[config.mk]
export PLATFORM = sky130hd
export DESIGN_NAME = fifo_hex_drain_flat
export DESIGN_NICKNAME = d
export VERILOG_FILES = /design/src/rtl/fifo_hex_drain_if.sv /design/src/rtl/fifo_hex_drain.sv /design/src/flat_wrapper.sv
export SDC_FILE = /design/constraint.sdc
export NUM_CORES = 1
export LEC_CHECK = 0
export CORE_AREA = 2 2 58 82
export DETAILED_ROUTE_END_ITERATION = 6
export DIE_AREA = 0 0 60 84
export PLACE_DENSITY = 0.59
export SYNTH_ARGS = -nofsm -noshare
export SYNTH_HDL_FRONTEND = slang
export SYNTH_SLANG_ARGS = --single-unit
[constraint.sdc]
create_clock -name i_clk -period 3.95 [get_ports i_clk]
set_input_delay 0.5925 -clock i_clk [delete_from_list [all_inputs] [get_ports i_clk]]
set_output_delay 0.5925 -clock i_clk [all_outputs]
set_load 0.05 [all_outputs]
[src/rtl/fifo_hex_drain_if.sv]
// fifo_hex_drain_if
// Groups the FIFO read side, the UART character handshake and the status/control
// signals of fifo_hex_drain.
//   slave  : the drain block itself (takes i_* in, drives o_*).
//   master : the environment (FIFO, UART transmitter, control).
// Signals:
//   i_enable      drain enable
//   i_flush       request to terminate a partial line when the FIFO is empty
//   o_fifo_ren    FIFO read strobe, data valid one cycle later
//   i_fifo_data   FIFO read data
//   i_fifo_empty  FIFO empty flag
//   i_fifo_full   FIFO full flag
//   i_ovf_clr     clear of the sticky overflow flag
//   o_tx_data     ASCII character to the transmitter
//   o_tx_valid    character valid
//   i_tx_ready    transmitter accepts the character
//   o_busy        drain is mid-sequence
//   o_ovf         sticky "FIFO was full" flag
interface fifo_hex_drain_if;
  logic       i_enable;
  logic       i_flush;
  logic       o_fifo_ren;
  logic [7:0] i_fifo_data;
  logic       i_fifo_empty;
  logic       i_fifo_full;
  logic       i_ovf_clr;
  logic [7:0] o_tx_data;
  logic       o_tx_valid;
  logic       i_tx_ready;
  logic       o_busy;
  logic       o_ovf;

  modport slave (
    input  i_enable, i_flush, i_fifo_data, i_fifo_empty, i_fifo_full,
           i_ovf_clr, i_tx_ready,
    output o_fifo_ren, o_tx_data, o_tx_valid, o_busy, o_ovf
  );

  modport master (
    output i_enable, i_flush, i_fifo_data, i_fifo_empty, i_fifo_full,
           i_ovf_clr, i_tx_ready,
    input  o_fifo_ren, o_tx_data, o_tx_valid, o_busy, o_ovf
  );
endinterface

[src/rtl/fifo_hex_drain.sv]
// fifo_hex_drain
// Reads bytes one at a time from a FIFO and prints each as two uppercase hex
// digits to a UART transmitter, separated by spaces, with CR/LF after every
// LINE_BYTES bytes (or on a flush request once the FIFO has run dry).
// Ports:
//   i_clk    rising-edge clock
//   i_res_n  asynchronous active-low reset
//   bus      fifo_hex_drain_if.slave (FIFO read, tx handshake, status)
// Parameter:
//   LINE_BYTES  bytes per text line, 1..255
//
// state | meaning
// ------+---------------------------------------------------------------
// IDLE  | waiting for data (or a flush of a partial line)
// RD    | FIFO read strobe asserted for one cycle
// LAT   | FIFO data valid, captured into byte register
// HI    | sending hex digit of the upper nibble
// LO    | sending hex digit of the lower nibble
// SEP   | sending space between bytes
// CR    | sending carriage return
// LF    | sending line feed, line count cleared on acceptance
module fifo_hex_drain #(
  parameter int LINE_BYTES = 16
) (
  input  logic           i_clk,
  input  logic           i_res_n,
  fifo_hex_drain_if.slave bus
);

  localparam int            CW   = $clog2(LINE_BYTES + 1);
  localparam logic [CW-1:0] LAST = CW'(LINE_BYTES - 1);

  typedef enum logic [2:0] {
    S_IDLE, S_RD, S_LAT, S_HI, S_LO, S_SEP, S_CR, S_LF
  } state_t;

  state_t        state;
  logic [CW-1:0] line_cnt;
  logic [7:0]    byte_q;
  logic [7:0]    tx_data;
  logic          tx_valid;
  logic          ren;
  logic          busy;
  logic          ovf;

  function automatic logic [7:0] to_hex(input logic [3:0] n);
    return (n < 4'd10) ? (8'h30 + {4'h0, n}) : (8'h37 + {4'h0, n});
  endfunction

  // Outputs are registered alongside the state: each transition loads the
  // output values belonging to the state being entered.
  always_ff @(posedge i_clk or negedge i_res_n) begin
    if (!i_res_n) begin
      state    <= S_IDLE;
      line_cnt <= '0;
      byte_q   <= 8'h00;
      tx_data  <= 8'h00;
      tx_valid <= 1'b0;
      ren      <= 1'b0;
      busy     <= 1'b0;
    end else begin
      case (state)
        S_IDLE: begin
          if (bus.i_enable && !bus.i_fifo_empty) begin
            state <= S_RD;
            ren   <= 1'b1;
            busy  <= 1'b1;
          end else if (bus.i_flush && bus.i_fifo_empty && (line_cnt != '0)) begin
            state    <= S_CR;
            tx_data  <= 8'h0D;
            tx_valid <= 1'b1;
            busy     <= 1'b1;
          end
        end
        S_RD: begin
          ren   <= 1'b0;
          state <= S_LAT;
        end
        S_LAT: begin
          // HI must present its digit on entry, so it is taken straight from
          // the FIFO data rather than from the byte register being loaded.
          byte_q   <= bus.i_fifo_data;
          tx_data  <= to_hex(bus.i_fifo_data[7:4]);
          tx_valid <= 1'b1;
          state    <= S_HI;
        end
        S_HI: begin
          if (bus.i_tx_ready) begin
            tx_data <= to_hex(byte_q[3:0]);
            state   <= S_LO;
          end else begin
            tx_data <= to_hex(byte_q[7:4]);
          end
        end
        S_LO: begin
          if (bus.i_tx_ready) begin
            if (line_cnt == LAST) begin
              tx_data <= 8'h0D;
              state   <= S_CR;
            end else begin
              line_cnt <= line_cnt + CW'(1);
              tx_data  <= 8'h20;
              state    <= S_SEP;
            end
          end
        end
        S_SEP: begin
          if (bus.i_tx_ready) begin
            tx_valid <= 1'b0;
            busy     <= 1'b0;
            state    <= S_IDLE;
          end
        end
        S_CR: begin
          if (bus.i_tx_ready) begin
            tx_data <= 8'h0A;
            state   <= S_LF;
          end
        end
        S_LF: begin
          if (bus.i_tx_ready) begin
            line_cnt <= '0;
            tx_valid <= 1'b0;
            busy     <= 1'b0;
            state    <= S_IDLE;
          end
        end
        default: begin
          state    <= S_IDLE;
          tx_valid <= 1'b0;
          ren      <= 1'b0;
          busy     <= 1'b0;
        end
      endcase
    end
  end

  // Sticky overflow: a full flag in the same cycle as a clear still sets it.
  always_ff @(posedge i_clk or negedge i_res_n) begin
    if (!i_res_n) begin
      ovf <= 1'b0;
    end else if (bus.i_fifo_full) begin
      ovf <= 1'b1;
    end else if (bus.i_ovf_clr) begin
      ovf <= 1'b0;
    end
  end

  assign bus.o_fifo_ren = ren;
  assign bus.o_tx_data  = tx_data;
  assign bus.o_tx_valid = tx_valid;
  assign bus.o_busy     = busy;
  assign bus.o_ovf      = ovf;

endmodule

[src/flat_wrapper.sv]
// flat-port wrapper written by rule: the top's interface ports become plain ports
module fifo_hex_drain_flat 
#(
  parameter int LINE_BYTES = 16
)
  (i_clk, i_res_n, bus_i_enable, bus_i_flush, bus_i_fifo_data, bus_i_fifo_empty, bus_i_fifo_full, bus_i_ovf_clr, bus_i_tx_ready, bus_o_fifo_ren, bus_o_tx_data, bus_o_tx_valid, bus_o_busy, bus_o_ovf);
  fifo_hex_drain_if bus_i ();
  input  logic i_clk;
  input  logic i_res_n;
  input wire logic [$bits(bus_i.i_enable)-1:0] bus_i_enable;
  input wire logic [$bits(bus_i.i_flush)-1:0] bus_i_flush;
  input wire logic [$bits(bus_i.i_fifo_data)-1:0] bus_i_fifo_data;
  input wire logic [$bits(bus_i.i_fifo_empty)-1:0] bus_i_fifo_empty;
  input wire logic [$bits(bus_i.i_fifo_full)-1:0] bus_i_fifo_full;
  input wire logic [$bits(bus_i.i_ovf_clr)-1:0] bus_i_ovf_clr;
  input wire logic [$bits(bus_i.i_tx_ready)-1:0] bus_i_tx_ready;
  output wire logic [$bits(bus_i.o_fifo_ren)-1:0] bus_o_fifo_ren;
  output wire logic [$bits(bus_i.o_tx_data)-1:0] bus_o_tx_data;
  output wire logic [$bits(bus_i.o_tx_valid)-1:0] bus_o_tx_valid;
  output wire logic [$bits(bus_i.o_busy)-1:0] bus_o_busy;
  output wire logic [$bits(bus_i.o_ovf)-1:0] bus_o_ovf;
  assign bus_i.i_enable = bus_i_enable;
  assign bus_i.i_flush = bus_i_flush;
  assign bus_i.i_fifo_data = bus_i_fifo_data;
  assign bus_i.i_fifo_empty = bus_i_fifo_empty;
  assign bus_i.i_fifo_full = bus_i_fifo_full;
  assign bus_i.i_ovf_clr = bus_i_ovf_clr;
  assign bus_i.i_tx_ready = bus_i_tx_ready;
  assign bus_o_fifo_ren = bus_i.o_fifo_ren;
  assign bus_o_tx_data = bus_i.o_tx_data;
  assign bus_o_tx_valid = bus_i.o_tx_valid;
  assign bus_o_busy = bus_i.o_busy;
  assign bus_o_ovf = bus_i.o_ovf;
  fifo_hex_drain #(.LINE_BYTES(LINE_BYTES)) u_core (.i_clk(i_clk), .i_res_n(i_res_n), .bus(bus_i));
endmodule
==> impl_metrics.toml <==
[run_status]
status = "finished clean"

[cells_and_area]
antennaDiodeCount = 0
drive_above_1_share_pct = 6.80
nFillCells = 435
regArea_um2 = 676
stdcell_area_um2 = 2020
syn_to_final_growth_pct = 20.9
nets = 229
multi_input_area_um2 = 893

[placement]
place.gp.congestion = 0.870
post-dp-hpwl_um = 2870
port_buffers = 26
place_area_um2 = 1970

[setup_path]
crit_fanout = 18
critPathLaunchType = "primary input"
cp_top_family = "buffers and inverters"
path_class = "primary input to flip-flop"
worstReg2RegStart = "u_core.line_cnt[0]"
max_stage_delay_ns = 0.88
required_ns = 4.15
ff2ff_path_depth = 7
path_cells = "clkdlybuf4s50_1 > inv_1 > or3_1 > a31oi_1 > a2bb2oi_1"
endpoint_kind = "flip-flop"
cp.depth = 5
worstPathBufferInverterCount = 2
ff2ff_setup_slack_ns = 1.73
crit_arrival_ns = 2.45
reg2reg_to = "u_core.line_cnt[3]"
cp-endpoint = "u_core.bus.o_tx_data[0]"
crit_start = "bus_i_tx_ready"
worst_path_max_delay_cell = "clkdlybuf4s50_1"

[route]
viasPerCell = 5.26
drt-total-wl_um = 3720
avgRoutedWirePerCell_um = 13.9
vias = 1409
initialDrtViolationCount = 65
drcViolationCount = 0
dr.pass1.iters = 4
ant_nets = 0

[synth]
yosysMostFrequentCell = "dfrtp_1"
syn-num-nets = 205
synth-async-reset-ratio_pct = 100
synth_cells = 183
avgSynthCellArea_um2 = 9.11
synth_seq_cells = 27
synth_commonest_cells = "dfrtp_1 (27), inv_1 (15), o21ai_0 (15)"
synth.largest_area_cell = "dfrtp_1"
synth_top_area_share_pct = 40.5
netlist_area_um2 = 1670
ys_seq_area_share_pct = 40.5
synth_cell_types = 53
synth-edff-count = 0
synth_area_leaders = "dfrtp_1 (41%), ha_1 (4.5%), o21ai_0 (4.5%), a21oi_1 (4.2%), inv_1 (3.4%)"
synthFlopType = "dfrtp_1"
ys_warn_count = 0

[clocking]
cts_tree = "built"
cts_buffer_depth = 2
numCtsBuffers = 3
cts_resized = 0
clkTransAtPathRegs_ns = 0.10
cts_hold_buf = 0
clock_sinks = 27
cts_max_level = 1
cts-root-buf = "clkbuf_8"
clk-insertion-delay-late_ns = 0.27
cts_setup_buffers = 0

[floorplan]
ios = 28
die-area_um2 = 5040
start_util_pct = 38.0
fp-row-count = 29
die_w_um = 60
die_h_um = 84
coreArea_um2 = 4390

[timing]
slew_headroom_pct = 54.1
slew_viol_final = 0
rsz0062_at_grt = "no"
setup_tns_ns = 0
max_freq_ghz = 0.445
finalSetupViolCount = 0
hold_violations = 0
tightestPinTransition_ns = 0.688
fin_skew_ns = 0.00291
fin_crit_sh_pct = 56.9
fin_crit_ns = 2.25

[power_and_ir_drop]
fin_total_pwr_uw = 1590
power_density_nw_per_um2 = 788
power_switching_share_pct = 47.4
switchingPower_uw = 753
peakVddDrop_mv = 0.336
leakagePower_uw = 0.000836
power.share.sequential_pct = 35.9
p_comb_share_pct = 53.9
internal_power_uw = 835
clkPwrFrac_pct = 10.1

[global_routing]
grt_antenna_before_repair = 0
overflow = 0
grt_pass1_vias = 1412
grt_pass1_wl_um = 6490
grtUsageTotal_pct = 16.6
grt_max_degree = 28

[worst_hold_path]
whs_path_depth = 2
hp-class = "flip-flop to flip-flop"

[flow_run]
maxCapViolCount = 0
[tightest hold or removal path: cells and delay by family (launching register included)]
family | cells | cell delay, ns
flops | 1 | 0.35
compound gates | 1 | 0.06
simple gates | 1 | 0.04
[flip-flops by register name, summed over array words and instances, names as in the netlist]
register and count:
u_core.bus.o_fifo_ren 1, u_core.line_cnt 5, u_core.byte_q 8, u_core.bus.o_tx_valid 1, u_core.bus.o_busy 1, u_core.bus.o_ovf 1
u_core.state 3, u_core.bus.o_tx_data 7
[how the worst min path moves through the flow]
stage                             startpoint                 end  slack (ns)
after global placement      u_core.bus.o_ovf    u_core.bus.o_ovf        0.46
after detailed placement  u_core.line_cnt[4]  u_core.line_cnt[4]        0.47
after global routing      u_core.line_cnt[4]  u_core.line_cnt[4]        0.50
final                     u_core.line_cnt[4]  u_core.line_cnt[4]        0.49
after floorplan                      i_res_n   u_core.bus.o_busy        0.30
after CTS                 u_core.line_cnt[4]  u_core.line_cnt[4]        0.49
[power groups by stage]
stage / clock, uW / sequential, uW / combinational (uW)
after floorplan: 0 / 674 / 521
after global placement: 0 / 569 / 854
after detailed placement: 0 / 576 / 863
after CTS: 166 / 570 / 866
after global routing: 178 / 602 / 953
final: 161 / 570 / 857
[logic make-up after synthesis]
kind of cell	after synthesis	synth area share, %
AO/OA/AOI/OAI	63	25.2
AND/OR/NAND/NOR	55	18.5
flip-flops	27	40.5
buffers and inverters	23	5.93
multiplexers	7	4.58
adder cells (fa/ha/maj)	6	4.50
other	1	0.225
XOR/XNOR	1	0.525
[cell type report]
type / count / share of cell area, %
Multi-Input combinational cell: 133 / 44.3
Sequential cell: 27 / 33.5
Timing Repair Buffer: 27 / 13.3
Tap cell: 62 / 3.85
Inverter: 15 / 2.79
Clock buffer: 4 / 2.23
[routing by layer]
layer / global-route usage (%) / vias to the layer above / share of wire, %
li1: - / 702 / -
met1: 20.8 / 682 / 45
met2: 28.4 / 20 / 52
met3: 1.86 / 5 / 1.9
met4: 5.86 / 0 / 1.5
met5: 0 / - / 0
[cells in the final DEF, fill, tap and decap left out, types with 3 or more instances in the layout]
cell	synthesis	final
a21oi_1	14	14
clkbuf_8	0	3
clkdlybuf4s50_1	0	26
dfrtp_1	27	27
ha_1	6	6
inv_1	15	15
mux2_2	4	4
nand2_1	14	14
nand3_1	5	5
nor2_1	11	11
nor2b_1	9	9
o21ai_0	15	15
o21ai_1	4	4
o22ai_1	3	3
[metrics by stage]
step | std cells | hold slack (ns) | setup slack [ns] | util, %
floorplan | 183 | 0.297 | 1.98 | -
global placement | 264 | 0.460 | 1.47 | 44.9
detailed placement | 264 | 0.473 | 1.45 | 44.9
finish | 268 | 0.491 | 1.70 | 45.9
global route | 268 | 0.502 | 1.57 | 45.9
CTS | 268 | 0.495 | 1.72 | 45.9
Power figures use the tool's default switching activity.
